## config.mk

```make
export PLATFORM = sky130hd
export DESIGN_NAME = rtc_bcd_clock
export DESIGN_NICKNAME = d
export VERILOG_FILES = /design/src/rtl/rtc_bcd_clock.sv
export SDC_FILE = /design/constraint.sdc
export NUM_CORES = 1
export LEC_CHECK = 0
export BUFFER_PORTS_ARGS = -buffer_cell sky130_fd_sc_hd__buf_2
export CORE_MARGIN = 2
export CORE_UTILIZATION = 55
export DETAILED_ROUTE_END_ITERATION = 12
export HOLD_SLACK_MARGIN = 0.08
export PLACE_DENSITY_LB_ADDON = 0.1
export SLEW_MARGIN = 20
export SYNTH_ARGS = -nofsm -noshare
export SYNTH_HDL_FRONTEND = slang
export SYNTH_SLANG_ARGS = --single-unit
export TNS_END_PERCENT = 5
```

## constraint.sdc

```tcl
create_clock -name clk -period 6.69 [get_ports clk]
set_input_delay 0.3345 -clock clk [delete_from_list [all_inputs] [get_ports clk]]
set_output_delay 0.3345 -clock clk [all_outputs]
set_load 0.02 [all_outputs]
```

## src/rtl/rtc_bcd_clock.sv

```systemverilog
// ---------------------------------------------------------------------------
// rtc_bcd_clock
//
// Real-time clock producing a 24-bit BCD time word HH:MM:SS. A prescaler
// divides clk down to 1 Hz. Seconds, minutes and hours count in BCD with
// carry. A validated time load may be requested at any time, including while
// the clock is frozen. One-cycle second and minute strobes are issued for
// scheduling logic. All outputs are registered.
//
// Optional feature macro: ALARM_MATCH_EN
//   When defined, adds an HH:MM alarm compare that pulses alarm_hit together
//   with min_tick when the new time matches alarm_time. It also pulses when
//   a load lands exactly on the alarm minute at second 00.
//
// Parameters
//   CLK_FREQ      clk cycles per second (>= 2)
//   HOUR_MAX_BCD  last valid hour before wrap to 00 (BCD)
//
// Ports
//   clk         in   system clock
//   rst_n       in   asynchronous active-low reset
//   hold        in   1 = freeze prescaler and time counters
//   set_en      in   one-cycle load request
//   set_time    in   [23:16] HH, [15:8] MM, [7:0] SS, BCD
//   set_ack     out  one-cycle pulse, load accepted
//   set_err     out  one-cycle pulse, load rejected
//   time_dout   out  current time, BCD, same layout as set_time
//   sec_tick    out  one-cycle pulse on each seconds increment
//   min_tick    out  one-cycle pulse when seconds wrap 59->00
//   alarm_time  in   (ALARM_MATCH_EN) HH:MM BCD alarm value
//   alarm_hit   out  (ALARM_MATCH_EN) one-cycle alarm match pulse
// ---------------------------------------------------------------------------
module rtc_bcd_clock #(
  parameter int unsigned CLK_FREQ     = 50_000_000,
  parameter logic [7:0]  HOUR_MAX_BCD = 8'h23
) (
  input  logic        clk,
  input  logic        rst_n,
  input  logic        hold,
  input  logic        set_en,
  input  logic [23:0] set_time,
  output logic        set_ack,
  output logic        set_err,
  output logic [23:0] time_dout,
  output logic        sec_tick,
  output logic        min_tick
`ifdef ALARM_MATCH_EN
  ,
  input  logic [15:0] alarm_time,
  output logic        alarm_hit
`endif
);

  localparam int unsigned   PW       = $clog2(CLK_FREQ);
  localparam logic [PW-1:0] PRESC_TC = PW'(CLK_FREQ - 1);

  // Field check: tens nibble bounded by tens_max, ones nibble a BCD digit.
  function automatic logic bcd_field_ok(input logic [7:0] f,
                                        input logic [3:0] tens_max);
    return (f[7:4] <= tens_max) && (f[3:0] <= 4'd9);
  endfunction

  // Advance a 00..59 BCD field by one; wraps 59 -> 00.
  function automatic logic [7:0] sexa_inc(input logic [7:0] f);
    logic [7:0] r;
    if (f[3:0] == 4'd9) begin
      if (f[7:4] == 4'd5) r = 8'h00;
      else                r = {f[7:4] + 4'd1, 4'd0};
    end else begin
      r = {f[7:4], f[3:0] + 4'd1};
    end
    return r;
  endfunction

  // Advance the hours field by one; wraps HOUR_MAX_BCD -> 00.
  function automatic logic [7:0] hour_inc(input logic [7:0] f);
    logic [7:0] r;
    if (f == HOUR_MAX_BCD)    r = 8'h00;
    else if (f[3:0] == 4'd9)  r = {f[7:4] + 4'd1, 4'd0};
    else                      r = {f[7:4], f[3:0] + 4'd1};
    return r;
  endfunction

  logic [PW-1:0] presc_q, presc_d;
  logic [23:0]   time_q, time_d;
  logic          sec_tick_q, sec_tick_d;
  logic          min_tick_q, min_tick_d;
  logic          set_ack_q, set_ack_d;
  logic          set_err_q, set_err_d;

  logic          terminal;
  logic          set_valid;
  logic          load_ok;
  logic          ss_wrap;
  logic          mm_wrap;
  logic [23:0]   time_inc;

  assign terminal  = (presc_q == PRESC_TC) && !hold;

  assign set_valid = bcd_field_ok(set_time[7:0],   4'd5) &&
                     bcd_field_ok(set_time[15:8],  4'd5) &&
                     bcd_field_ok(set_time[23:16], 4'd9) &&
                     (set_time[23:16] <= HOUR_MAX_BCD);

  assign load_ok   = set_en && set_valid;

  assign ss_wrap   = (time_q[7:0]  == 8'h59);
  assign mm_wrap   = (time_q[15:8] == 8'h59);

  always_comb begin
    time_inc         = time_q;
    time_inc[7:0]    = sexa_inc(time_q[7:0]);
    if (ss_wrap) begin
      time_inc[15:8] = sexa_inc(time_q[15:8]);
      if (mm_wrap) begin
        time_inc[23:16] = hour_inc(time_q[23:16]);
      end
    end
  end

  always_comb begin
    presc_d    = presc_q;
    time_d     = time_q;
    sec_tick_d = 1'b0;
    min_tick_d = 1'b0;
    set_ack_d  = 1'b0;
    set_err_d  = set_en && !set_valid;

    if (load_ok) begin
      // A valid load overrides a coincident terminal count: no increment.
      presc_d   = '0;
      time_d    = set_time;
      set_ack_d = 1'b1;
    end else if (terminal) begin
      presc_d    = '0;
      time_d     = time_inc;
      sec_tick_d = 1'b1;
      min_tick_d = ss_wrap;
    end else if (!hold) begin
      presc_d = presc_q + PW'(1);
    end
  end

  always_ff @(posedge clk or negedge rst_n) begin
    if (!rst_n) begin
      presc_q    <= '0;
      time_q     <= 24'h000000;
      sec_tick_q <= 1'b0;
      min_tick_q <= 1'b0;
      set_ack_q  <= 1'b0;
      set_err_q  <= 1'b0;
    end else begin
      presc_q    <= presc_d;
      time_q     <= time_d;
      sec_tick_q <= sec_tick_d;
      min_tick_q <= min_tick_d;
      set_ack_q  <= set_ack_d;
      set_err_q  <= set_err_d;
    end
  end

  assign time_dout = time_q;
  assign sec_tick  = sec_tick_q;
  assign min_tick  = min_tick_q;
  assign set_ack   = set_ack_q;
  assign set_err   = set_err_q;

`ifdef ALARM_MATCH_EN
  logic alarm_hit_q, alarm_hit_d;

  // Either a minute rollover onto the alarm, or a load landing on HH:MM:00.
  always_comb begin
    alarm_hit_d = 1'b0;
    if (load_ok) begin
      alarm_hit_d = (set_time[7:0] == 8'h00) && (set_time[23:8] == alarm_time);
    end else if (terminal && ss_wrap) begin
      alarm_hit_d = (time_inc[23:8] == alarm_time);
    end
  end

  always_ff @(posedge clk or negedge rst_n) begin
    if (!rst_n) alarm_hit_q <= 1'b0;
    else        alarm_hit_q <= alarm_hit_d;
  end

  assign alarm_hit = alarm_hit_q;
`endif

endmodule

```

==> results.py <==
metrics = {
    "detailed_routing": {
        "drc": 0,
        "routed_wire_length_per_instance_um": 16.3,
        "detailroute.via_count": 2853,
        "ant_nets": 0,
        "viasPerCell": 5.97,
        "drt_iter0_drc": 239,
        "finalWirelength_um": 7790,
        "detailedRoute.firstPassIterationCount": 4,
    },
    "synth": {
        "synth_edf_count": 0,
        "number_of_flip_flops_and_latches_in_the_synthesized_netlist": 54,
        "synth_area_per_cell_um2": 9.02,
        "syn-cell-area_um2": 3230,
        "yosysSeqAreaShare_pct": 41.8,
        "synth-async-reset-ratio_pct": 100,
        "yosys.cell_count.top_type": "sky130_fd_sc_hd__dfrtp_1",
        "yosysTopAreaCellShare_pct": 41.8,
        "leading_register_cell_type_out_of_synthesis": "sky130_fd_sc_hd__dfrtp_1",
        "ys_top_cells_by_count": "sky130_fd_sc_hd__dfrtp_1, sky130_fd_sc_hd__nor2_1, sky130_fd_sc_hd__nand2_1",
        "syn-num-nets": 395,
        "synthesis.instances": 358,
        "synth.distinct_cells": 56,
        "synth_area_leaders": "sky130_fd_sc_hd__dfrtp_1, sky130_fd_sc_hd__nor2_1, sky130_fd_sc_hd__xor2_1",
        "synth-warning-count": 0,
        "synth_area_leader_cell": "sky130_fd_sc_hd__dfrtp_1",
    },
    "critical_path": {
        "worstPathArrival_ps": 2730,
        "worst_ep_required_time_ps": 6870,
        "reg2reg_depth": 6,
        "r2r-start": "presc_q[0]",
        "start_kind": "flop",
        "worstSetupEndpointType": "flop",
        "timing.critical_path.fanout_max": 12,
        "regToRegSetupSlack_ps": 4140,
        "worst-setup-path-type": "flop to flop",
        "worstReg2RegEnd": "presc_q[11]",
    },
    "sta": {
        "fin_setup_tns_ps": 0,
        "fin_worst_hold_slack_ps": 140,
        "skew_ps": 6.62,
        "report.final.setup_viol": 0,
        "timing.final.hold_violations": 0,
        "maxClockFrequency_mhz": 391,
        "finalMaxSlewViolations": 0,
        "finalCritPeriodShare_pct": 38.2,
        "timing_worst_slew_pin_value_ps": 867,
        "rsz_0062_raised_after_global_routing": "no",
        "slew_headroom_pct": 41.7,
        "fin_crit_ps": 2550,
    },
    "global_routing": {
        "grt.overflow.total": 0,
        "antenna_found_initial": 0,
        "grt_first_pass_wirelength_um": 12800,
        "via_count_of_the_first_global_routing_pass": 2613,
        "grt_max_degree": 55,
        "groute.usage.overall_pct": 25.3,
    },
    "final_layout": {
        "area_growth_syn_to_layout_pct": 12.8,
        "fillCellCount": 483,
        "drive_above_1_share_pct": 19.0,
        "finalNetCount": 444,
        "antenna-diode-count": 0,
    },
    "power": {
        "vdd.ir_drop.worst_mv": 0.146,
        "power_per_standard_cell_area_nw_per_um2": 213,
        "power.leakage_nw": 1.61,
    },
    "clocking": {
        "post_cts_resized": 0,
        "ctsRootBufferMaster": "sky130_fd_sc_hd__clkbuf_8",
        "cts_buffers": 5,
        "clock_latency_ps": 310,
        "hold_buffers": 0,
        "number_of_clock_sinks_seen_by_cts": 54,
        "cts_tree": "built",
        "cts-htree-levels": 2,
        "post_cts_setup_buffer_count": 0,
        "clkSlewWorstSetupHoldPaths_ps": 90,
        "cts.path.max_buffers": 2,
    },
    "die": {
        "die_height_um": 80.6,
        "initial_utilization_pct": 57.9,
        "chipWidth_um": 80.6,
        "die-area_um2": 6500,
        "placeableCoreArea_um2": 5570,
        "top_level_i_o_count": 56,
        "placement_rows": 27,
    },
    "job": {
        "timing.max_cap.violations": 0,
    },
    "placement": {
        "port_buffers": 55,
        "place.detailed.hpwl_um": 5430,
        "gp_routability_congestion": 0.810,
    },
    "worst_hold_path": {
        "classification_of_the_worst_slack_hold_path": "primary input to asynchronous set/reset pin",
    },
    "outcome": {
        "status": "finished, final reports clean",
    },
}
kinds of logic after synthesis:
kind of cell / share of synthesized area [%]
fa+ha+maj: 3.49
compound gates: 12.5
xor+xnor: 6.24
simple gates: 30.8
buf+inv: 3.22
mux: 1.90
flops: 41.8
where the power goes:
| group | internal, mW | leakage [nW] | total (mW) | switching, mW |
|---|---|---|---|---|
| sequential | 0.364 | 0.690 | 0.424 | 0.0597 |
| combinational | 0.0730 | 0.880 | 0.168 | 0.0946 |
| clock | 0.0802 | 0.0431 | 0.184 | 0.104 |
cell usage in the layout (no fill, tap or decap), types with 11 or more instances in the layout:
master / instances
sky130_fd_sc_hd__buf_2: 55
sky130_fd_sc_hd__dfrtp_1: 54
sky130_fd_sc_hd__nor2_1: 45
sky130_fd_sc_hd__nand2_1: 32
sky130_fd_sc_hd__o21ai_0: 19
sky130_fd_sc_hd__nand3_1: 17
sky130_fd_sc_hd__nand4_1: 14
sky130_fd_sc_hd__xor2_1: 14
sky130_fd_sc_hd__inv_1: 11
sky130_fd_sc_hd__a21oi_1: 11
worst max-delay path by stage:
stage	start	end	slack, ps
final	presc_q[0]	presc_q[11]	4140
after floorplan	time_dout[4]	time_dout[15]	4330
after detailed placement	hold	presc_q[3]	4020
after global placement	hold	time_dout[18]	3870
after global routing	presc_q[0]	presc_q[13]	3800
after CTS	presc_q[0]	presc_q[4]	4100
critical path, stage by stage, from the launching register on:
cell and delay (ps):
sky130_fd_sc_hd__dfrtp_1 420, sky130_fd_sc_hd__ha_1 230, sky130_fd_sc_hd__nand4b_2 150, sky130_fd_sc_hd__nor3_1 560, sky130_fd_sc_hd__nand2_1 460, sky130_fd_sc_hd__nand2_1 500
sky130_fd_sc_hd__nor2_1 100
metrics by stage:
| stage | area [um^2] | utilization (%) | instances | power [mW] | setup slack [ps] |
|---|---|---|---|---|---|
| 4_1_cts | 3640 | 65.3 | 478 | 0.780 | 4100 |
| 3_3_place_gp | 3550 | 63.8 | 472 | 0.588 | 3870 |
| 6_report | 3640 | 65.3 | 478 | 0.775 | 4140 |
| 5_1_grt | 3640 | 65.3 | 478 | 0.821 | 3800 |
| 2_1_floorplan | 3230 | - | 358 | 0.530 | 4330 |
| 3_5_place_dp | 3560 | 63.9 | 472 | 0.594 | 4020 |
sequential cells by signal, summed over array words and instances, names as in the netlist:
register / cells
presc_q: 26
time_dout: 24
min_tick: 1
sec_tick: 1
set_ack: 1
set_err: 1
final cells by class:
type	instances	area, um^2	share of cell area, %
inverters	11	41.3	1.13
flip-flops and latches	54	1350	37.1
well taps	72	90.1	2.47
multi-input cells	277	1780	48.8
clock buffers	6	82.6	2.27
repair buffers	58	298	8.18
layer usage:
| metal | GRT usage (%) | vias up | share of wire [%] |
|---|---|---|---|
| met5 | 0 | - | 0 |
| met4 | 7.29 | 0 | 1.7 |
| met3 | 4.16 | 12 | 5.0 |
| met2 | 37.8 | 86 | 47 |
| met1 | 37.9 | 1361 | 47 |
| li1 | - | 1394 | - |
Power figures use the tool's default switching activity.
